[src/rtl/ifu_prefetch_pkg.sv]
// Shared constants and the fetch-buffer entry type used by the instruction-fetch unit.
package ysyx_23060124_pkg;

  localparam logic [31:0] RESET_PC       = 32'h3000_0000;
  localparam logic [1:0]  AXI_RESP_OKAY  = 2'b00;
  localparam logic [1:0]  AXI_BURST_INCR = 2'b01;
  localparam logic [2:0]  AXI_SIZE_4B    = 3'b010;

  // Entry pc field is fixed at 32 bits; the fetch unit's ADDR_W must not exceed it.
  localparam int IFU_PC_W = 32;

  typedef struct packed {
    logic [IFU_PC_W-1:0] pc;
    logic [31:0]         ins;
    logic                err;
  } ifu_entry_t;

endpackage

[src/rtl/ifu_prefetch_fifo.sv]
// Synchronous prefetch buffer; flush beats push and pop in the same cycle.
module ifu_fifo
  import ysyx_23060124_pkg::*;
#(
  parameter int         DEPTH   = 4,
  parameter ifu_entry_t RST_VAL = '0
) (
  input  logic                         clock,
  input  logic                         rst,
  input  logic                         push,
  input  logic                         pop,
  input  logic                         flush,
  input  ifu_entry_t                   din,
  output ifu_entry_t                   dout,
  output logic [$clog2(DEPTH+1)-1:0]   cnt,
  output logic                         empty,
  output logic                         full
);

  localparam int PW = $clog2(DEPTH);
  localparam int CW = $clog2(DEPTH+1);
  localparam logic [CW-1:0] DEPTH_C = CW'(DEPTH);

  ifu_entry_t    mem_q [DEPTH];
  ifu_entry_t    mem_d [DEPTH];
  logic [PW-1:0] wr_ptr_q, wr_ptr_d;
  logic [PW-1:0] rd_ptr_q, rd_ptr_d;
  logic [CW-1:0] cnt_q, cnt_d;
  logic          do_push, do_pop;

  always_comb begin
    mem_d    = mem_q;
    wr_ptr_d = wr_ptr_q;
    rd_ptr_d = rd_ptr_q;
    cnt_d    = cnt_q;
    do_pop   = pop && (cnt_q != '0);
    do_push  = push && ((cnt_q != DEPTH_C) || do_pop);
    if (flush) begin
      wr_ptr_d = '0;
      rd_ptr_d = '0;
      cnt_d    = '0;
    end else begin
      if (do_push) begin
        mem_d[wr_ptr_q] = din;
        wr_ptr_d        = wr_ptr_q + PW'(1);
      end
      if (do_pop) begin
        rd_ptr_d = rd_ptr_q + PW'(1);
      end
      case ({do_push, do_pop})
        2'b10:   cnt_d = cnt_q + CW'(1);
        2'b01:   cnt_d = cnt_q - CW'(1);
        default: cnt_d = cnt_q;
      endcase
    end
  end

  always_ff @(posedge clock or posedge rst) begin
    if (rst) begin
      for (int i = 0; i < DEPTH; i++) mem_q[i] <= RST_VAL;
      wr_ptr_q <= '0;
      rd_ptr_q <= '0;
      cnt_q    <= '0;
    end else begin
      mem_q    <= mem_d;
      wr_ptr_q <= wr_ptr_d;
      rd_ptr_q <= rd_ptr_d;
      cnt_q    <= cnt_d;
    end
  end

  assign dout  = mem_q[rd_ptr_q];
  assign cnt   = cnt_q;
  assign empty = (cnt_q == '0);
  assign full  = (cnt_q == DEPTH_C);

endmodule

[src/rtl/ifu_prefetch.sv]
// Read-only AXI4 instruction prefetcher: credit-limited single-beat reads feeding a
// small buffer toward the IDU, with redirect flush and in-order discard of stale data.
module ifu_prefetch #(
  parameter int                ADDR_W          = 32,
  parameter int                ID_W            = 4,
  parameter logic [ADDR_W-1:0] RESET_PC        = ADDR_W'(ysyx_23060124_pkg::RESET_PC),
  parameter int                FIFO_DEPTH      = 4,
  parameter int                MAX_OUTSTANDING = 2
) (
  input  logic              clock,
  input  logic              rst,
  input  logic              i_redirect,
  input  logic [ADDR_W-1:0] i_redirect_pc,
  output logic              o_valid,
  input  logic              i_ready,
  output logic [ADDR_W-1:0] o_pc,
  output logic [31:0]       o_ins,
  output logic              o_err,
  output logic [ADDR_W-1:0] M_AXI_ARADDR,
  output logic              M_AXI_ARVALID,
  input  logic              M_AXI_ARREADY,
  output logic [ID_W-1:0]   M_AXI_ARID,
  output logic [7:0]        M_AXI_ARLEN,
  output logic [2:0]        M_AXI_ARSIZE,
  output logic [1:0]        M_AXI_ARBURST,
  input  logic [31:0]       M_AXI_RDATA,
  input  logic [1:0]        M_AXI_RRESP,
  input  logic              M_AXI_RVALID,
  output logic              M_AXI_RREADY,
  input  logic [ID_W-1:0]   M_AXI_RID,
  input  logic              M_AXI_RLAST
);

  import ysyx_23060124_pkg::*;

  localparam int CW = $clog2(FIFO_DEPTH+1);
  localparam int SW = CW + 1;
  localparam logic [CW-1:0] MAX_OUT = CW'(MAX_OUTSTANDING);
  localparam logic [SW-1:0] DEPTH_S = SW'(FIFO_DEPTH);
  localparam ifu_entry_t FIFO_RST = '{pc: IFU_PC_W'(RESET_PC), ins: 32'd0, err: 1'b0};

  logic              arvalid_q, arvalid_d;
  logic [ADDR_W-1:0] araddr_q, araddr_d;
  logic              rready_q, rready_d;
  logic [ADDR_W-1:0] fetch_pc_q, fetch_pc_d;
  logic [ADDR_W-1:0] pc_q, pc_d;
  logic [CW-1:0]     out_cnt_q, out_cnt_d;
  logic [CW-1:0]     drop_cnt_q, drop_cnt_d;
  logic              stale_ar_q, stale_ar_d;

  logic              ar_hs, r_hs;
  logic              fifo_push, fifo_pop_eff;
  logic [CW-1:0]     fifo_cnt;
  logic              fifo_empty, fifo_full;
  logic [SW-1:0]     fifo_cnt_nxt, credit_used;
  ifu_entry_t        push_entry, head_entry;

  assign ar_hs        = arvalid_q & M_AXI_ARREADY;
  assign r_hs         = M_AXI_RVALID & rready_q;
  assign fifo_pop_eff = i_ready & ~fifo_empty;

  always_comb begin
    arvalid_d    = arvalid_q;
    araddr_d     = araddr_q;
    rready_d     = 1'b1;
    fetch_pc_d   = fetch_pc_q;
    pc_d         = pc_q;
    out_cnt_d    = out_cnt_q;
    drop_cnt_d   = drop_cnt_q;
    stale_ar_d   = stale_ar_q;
    fifo_push    = 1'b0;
    push_entry   = '{pc: IFU_PC_W'(pc_q), ins: M_AXI_RDATA,
                     err: (M_AXI_RRESP != AXI_RESP_OKAY)};

    if (ar_hs) begin
      out_cnt_d = out_cnt_q + CW'(1);
      // An AR issued before a redirect becomes one more read to discard.
      if (stale_ar_q) begin
        drop_cnt_d = drop_cnt_q + CW'(1);
        stale_ar_d = 1'b0;
      end else begin
        fetch_pc_d = fetch_pc_q + ADDR_W'(4);
      end
    end

    if (r_hs) begin
      out_cnt_d = out_cnt_d - CW'(1);
      if (drop_cnt_q != '0) begin
        drop_cnt_d = drop_cnt_d - CW'(1);
      end else if (!i_redirect) begin
        fifo_push = 1'b1;
        pc_d      = pc_q + ADDR_W'(4);
      end
    end

    if (i_redirect) begin
      fetch_pc_d = i_redirect_pc;
      pc_d       = i_redirect_pc;
      drop_cnt_d = out_cnt_d;
      stale_ar_d = arvalid_q & ~M_AXI_ARREADY;
    end

    fifo_cnt_nxt = i_redirect ? '0
                 : SW'(fifo_cnt) + SW'(fifo_push) - SW'(fifo_pop_eff);
    credit_used  = SW'(out_cnt_d) - SW'(drop_cnt_d) + fifo_cnt_nxt;

    // Held AR keeps its address; otherwise re-arm against next-cycle credit.
    if (!(arvalid_q && !M_AXI_ARREADY)) begin
      arvalid_d = 1'b0;
      if (!i_redirect && (out_cnt_d < MAX_OUT) && (credit_used < DEPTH_S)) begin
        arvalid_d = 1'b1;
        araddr_d  = fetch_pc_d;
      end
    end
  end

  always_ff @(posedge clock or posedge rst) begin
    if (rst) begin
      arvalid_q  <= 1'b0;
      araddr_q   <= RESET_PC;
      rready_q   <= 1'b0;
      fetch_pc_q <= RESET_PC;
      pc_q       <= RESET_PC;
      out_cnt_q  <= '0;
      drop_cnt_q <= '0;
      stale_ar_q <= 1'b0;
    end else begin
      arvalid_q  <= arvalid_d;
      araddr_q   <= araddr_d;
      rready_q   <= rready_d;
      fetch_pc_q <= fetch_pc_d;
      pc_q       <= pc_d;
      out_cnt_q  <= out_cnt_d;
      drop_cnt_q <= drop_cnt_d;
      stale_ar_q <= stale_ar_d;
    end
  end

  ifu_fifo #(
    .DEPTH   (FIFO_DEPTH),
    .RST_VAL (FIFO_RST)
  ) u_fifo (
    .clock (clock),
    .rst   (rst),
    .push  (fifo_push),
    .pop   (i_ready),
    .flush (i_redirect),
    .din   (push_entry),
    .dout  (head_entry),
    .cnt   (fifo_cnt),
    .empty (fifo_empty),
    .full  (fifo_full)
  );

  assign o_valid = ~fifo_empty;
  assign o_pc    = ADDR_W'(head_entry.pc);
  assign o_ins   = head_entry.ins;
  assign o_err   = head_entry.err;

  assign M_AXI_ARADDR  = araddr_q;
  assign M_AXI_ARVALID = arvalid_q;
  assign M_AXI_ARID    = '0;
  assign M_AXI_ARLEN   = 8'd0;
  assign M_AXI_ARSIZE  = AXI_SIZE_4B;
  assign M_AXI_ARBURST = AXI_BURST_INCR;
  assign M_AXI_RREADY  = rready_q;

  // Single-beat reads with one ID: RID and RLAST carry no extra information.
  logic unused_ok;
  assign unused_ok = ^{M_AXI_RID, M_AXI_RLAST, fifo_full};

endmodule

[config.mk]
export PLATFORM = sky130hd
export DESIGN_NAME = ifu_prefetch
export DESIGN_NICKNAME = d
export VERILOG_FILES = /design/src/rtl/ifu_prefetch_pkg.sv /design/src/rtl/ifu_prefetch_fifo.sv /design/src/rtl/ifu_prefetch.sv
export SDC_FILE = /design/constraint.sdc
export NUM_CORES = 1
export LEC_CHECK = 0
export CAP_MARGIN = 20
export CORE_MARGIN = 4
export CORE_UTILIZATION = 57
export CTS_CLUSTER_DIAMETER = 200
export CTS_CLUSTER_SIZE = 24
export DETAILED_ROUTE_END_ITERATION = 10
export PLACE_DENSITY = 0.84
export SLEW_MARGIN = 25
export SYNTH_ARGS = -nofsm -noshare
export SYNTH_HDL_FRONTEND = slang
export SYNTH_SLANG_ARGS = --single-unit
[constraint.sdc]
create_clock -name clock -period 13.5 [get_ports clock]
set_input_delay 1.35 -clock clock [delete_from_list [all_inputs] [get_ports clock]]
set_output_delay 1.35 -clock clock [all_outputs]
set_load 0.1 [all_outputs]
==> results.toml <==
[cts]
post_cts.repair.setup_buffers = 0
clk_transition_reported_paths_ps = 90
ctsRootBufferMaster = "sky130_fd_sc_hd__clkbuf_16"
clock_path_buffers = 3
cts-hold-fix-buffers = 0
cts_made_buffers = 19
cts.sink_count = 372
htreeDepth = 1
clock_latency_ps = 510
post_cts.resized_instances = 0
tritoncts = "built"

[floorplanning]
dieWidth_um = 183
top_level_ports = 194
die-area_sq_um = 33500
fp-row-count = 63
fp.dieH_um = 183
placeableCoreArea_sq_um = 30000
initial_core_util_pct = 58.3

[timing]
worst_slew_pin_slew_ps = 1080
timing_hold_violations_final = 0
min_period_over_period_pct = 42.0
slew_viol_final = 0
worst_slew_margin_rel_pct = 27.9
worst_clock_skew_ps = 20.3
final.min_clock_period_ps = 5670
setup_viol = 0
grt_setup_unrepaired = "no"
timing.setup.tns_ps = 0
max_clock_freq_ghz = 0.176

[route]
route.vias.total = 10200
drt-total-wl_mm = 35.3
avgRoutedWirePerCell_um = 20.2
drc_errors_left = 0
route.detailed.vias_per_inst = 5.83
detail_route.first_pass.iterations = 4
drtAntennaViolNets = 0
detailedRoute.firstIterationViolations = 552

[worst_setup_path]
worst_ep_arrival_time_ps = 6050
timing.critical_path.to_type = "flip-flop"
startpoint_kind_of_the_worst_setup_timing_path = "input port"
worst_r2r_endpoint = "M_AXI_ARADDR[22]"
timing_worst_setup_path_type = "input port to flip-flop"
worstRegToRegCells = 17
timing.critical_path.required_ps = 13880
timing.reg2reg.setup_slack_ps = 8370
worstPathMaxFanout = 32
r2r_start = "u_fifo.cnt[1]"

[global_route]
grt_pass1_wl_mm = 57.8
global_route.usage.total_pct = 21.1
globalRouteOverflowTotal = 0
first_global_vias = 10900
grt_antenna_before_repair = 0
grt_max_degree = 195

[pwr]
intPower_mw = 2.44
sequentialPowerShare_pct = 31.6
netSwitchingPower_mw = 2.34
sw_frac_of_total_pct = 48.9
post-layout-total-power_mw = 4.78
power_frac_clock_pct = 12.8
vdd_ir_drop_max_uv = 231
total_leakage_power_nw = 8.86
pwr-share-comb_pct = 55.7
cellPowerDensity_nw_per_um2 = 240

[logic_synthesis]
netlist_area_before_placement_sq_um = 17500
yosys_warnings = 0
synth-xor-area-share_pct = 3.54
synth-edff-count = 0
synth_sequential_area_ratio_pct = 53.4
largest_family_of_logic_cells_by_synthesized_area = "multiplexers"
yosys.area_share.adder_pct = 1.68
synth_simple_gate_area_share_pct = 5.36
cell_taking_the_most_area_after_synthesis = "sky130_fd_sc_hd__dfrtp_1"
post_synthesis_compound_gate_area_fraction_pct = 1.76
synthArstFlopShare_pct = 100
synth.area.mux_share_pct = 30.9
synth_cell_type_count = 57
yosys_most_used_dff = "sky130_fd_sc_hd__dfrtp_1"
avgSynthCellArea_sq_um = 14.3
post-synth-top-area-fraction_pct = 51.3
postSynthRegisterBits = 372
ys_top_cells_by_area = "sky130_fd_sc_hd__dfrtp_1, sky130_fd_sc_hd__mux2_2, sky130_fd_sc_hd__mux4_2"
number_of_instances_in_the_synthesized_netlist = 1219

[placed_design]
number_of_input_and_output_port_buffers_inserted = 171
cell_count_post_placement = 1717
gp_routability_congestion = 0.829
dp.final_hpwl_mm = 22.9

[hold_path]
worstHoldEndpoint = "M_AXI_ARADDR[30]"
timing.hold.worst.class = "flip-flop to flip-flop"
min_from = "M_AXI_ARADDR[30]"
worstHoldPathCells = 1

[layout]
layout-drive-gt1-share_pct = 33.6
most_common_cell_after_layout_fill_and_taps_aside = "sky130_fd_sc_hd__dfrtp_1"
mostFrequentLayoutCells = "sky130_fd_sc_hd__dfrtp_1, sky130_fd_sc_hd__mux2_2, sky130_fd_sc_hd__clkdlybuf4s50_1, sky130_fd_sc_hd__mux4_2, sky130_fd_sc_hd__xnor2_1"
areaGrowthSynthToFinish_pct = 14.1
stdcell_count = 1746
nets_finish = 1447
antenna-diode-count = 0

[status]
run_status = "finished clean"

[run]
maxCapViolCount = 0
power groups by stage:
| stage | Sequential [mW] | Combinational [mW] | Clock (mW) |
|---|---|---|---|
| 4_1_cts | 1.51 | 2.68 | 0.631 |
| 3_3_place_gp | 1.51 | 2.65 | 0 |
| 5_1_grt | 1.54 | 2.77 | 0.673 |
| 2_1_floorplan | 1.81 | 1.83 | 0 |
| 3_5_place_dp | 1.53 | 2.67 | 0 |
| 6_report | 1.51 | 2.66 | 0.611 |
layer usage:
metal / GRT usage [%] / part of all wire, % / wire length, um / up-vias
met3: 3.23 / 5.1 / 1810 / 42
met5: 0 / 0 / 0 / -
met1: 30.9 / 45 / 16000 / 5306
li1: - / - / - / 4600
met4: 4.17 / 1.8 / 641 / 0
met2: 34.2 / 48 / 16800 / 238
flip-flops by register name, summed over array words and instances (netlist names), 2 cells and up:
signal / cells
u_fifo.mem_q: 260
M_AXI_ARADDR: 32
fetch_pc_q: 32
pc_q: 32
drop_cnt_q: 3
out_cnt_q: 3
u_fifo.cnt: 3
u_fifo.rd_ptr_q: 2
u_fifo.wr_ptr_q: 2
cell type report:
| cell class | instances | area (sq um) |
|---|---|---|
| clock buffer | 27 | 505 |
| clock inverter | 1 | 16.3 |
| fill | 2117 | 10000 |
| inverter | 31 | 124 |
| multi-input combinational | 743 | 7630 |
| sequential | 372 | 9330 |
| tap | 390 | 488 |
| timing repair buffer | 182 | 1820 |
worst max-delay path: stages:
cell,delay [ps]
sky130_fd_sc_hd__clkdlybuf4s50_1,650
sky130_fd_sc_hd__and2_4,270
sky130_fd_sc_hd__mux2i_4,250
sky130_fd_sc_hd__ha_1,160
sky130_fd_sc_hd__nand3_1,80
sky130_fd_sc_hd__xnor2_1,150
sky130_fd_sc_hd__xnor2_1,350
sky130_fd_sc_hd__inv_1,120
sky130_fd_sc_hd__fa_1,540
sky130_fd_sc_hd__inv_1,40
sky130_fd_sc_hd__ha_1,340
sky130_fd_sc_hd__nand3_1,80
sky130_fd_sc_hd__o311ai_0,410
sky130_fd_sc_hd__xnor2_1,160
sky130_fd_sc_hd__or3_4,660
sky130_fd_sc_hd__mux2_4,390
cell families after synthesis:
kind of cell / Yosys count
compound gates: 51
xor+xnor: 69
flops: 372
other cells: 2
buf+inv: 120
simple gates: 181
mux: 403
fa+ha+maj: 21
per-stage QoR:
step	setup slack, ps	hold slack, ps	cell area (sq um)	utilization (%)
after global routing	7530	520	19900	66.5
final	7830	505	19900	66.5
after floorplan	1840	475	17500	-
after detailed placement	6970	484	19400	64.7
after CTS	7520	507	19900	66.4
after global placement	7020	484	19400	64.6
synth_stat cells, drive strengths merged, types with 2 or more instances:
cell	number
or4	3
buf	50
and3b	2
nor4b	2
mux2	331
mux4	65
fa	4
or3	5
xor2	23
ha	17
nand4	15
and2	8
a21boi	3
nor2b	4
dfstp	14
a31oi	2
o31ai	2
nand2	32
a21oi	25
o21ai	9
inv	31
nor3	15
clkbuf	39
nand4b	3
and3	11
xnor2	45
nor4	9
conb	2
nor2	39
mux2i	7
dfrtp	358
nand2b	2
nand3	27
how the worst max path moves through the flow:
| stage | slack (ps) | from | endpoint | depth (start not counted) |
|---|---|---|---|---|
| after global routing | 7530 | M_AXI_ARREADY | M_AXI_ARADDR[30] | 16 |
| after CTS | 7520 | M_AXI_ARREADY | M_AXI_ARADDR[22] | 16 |
| after global placement | 7020 | M_AXI_ARREADY | M_AXI_ARADDR[30] | 16 |
| final | 7830 | M_AXI_ARREADY | M_AXI_ARADDR[22] | 16 |
| after floorplan | 1840 | rst | M_AXI_ARADDR[0] | 1 |
| after detailed placement | 6970 | M_AXI_ARREADY | M_AXI_ARADDR[30] | 16 |
Power figures use the tool's default switching activity.
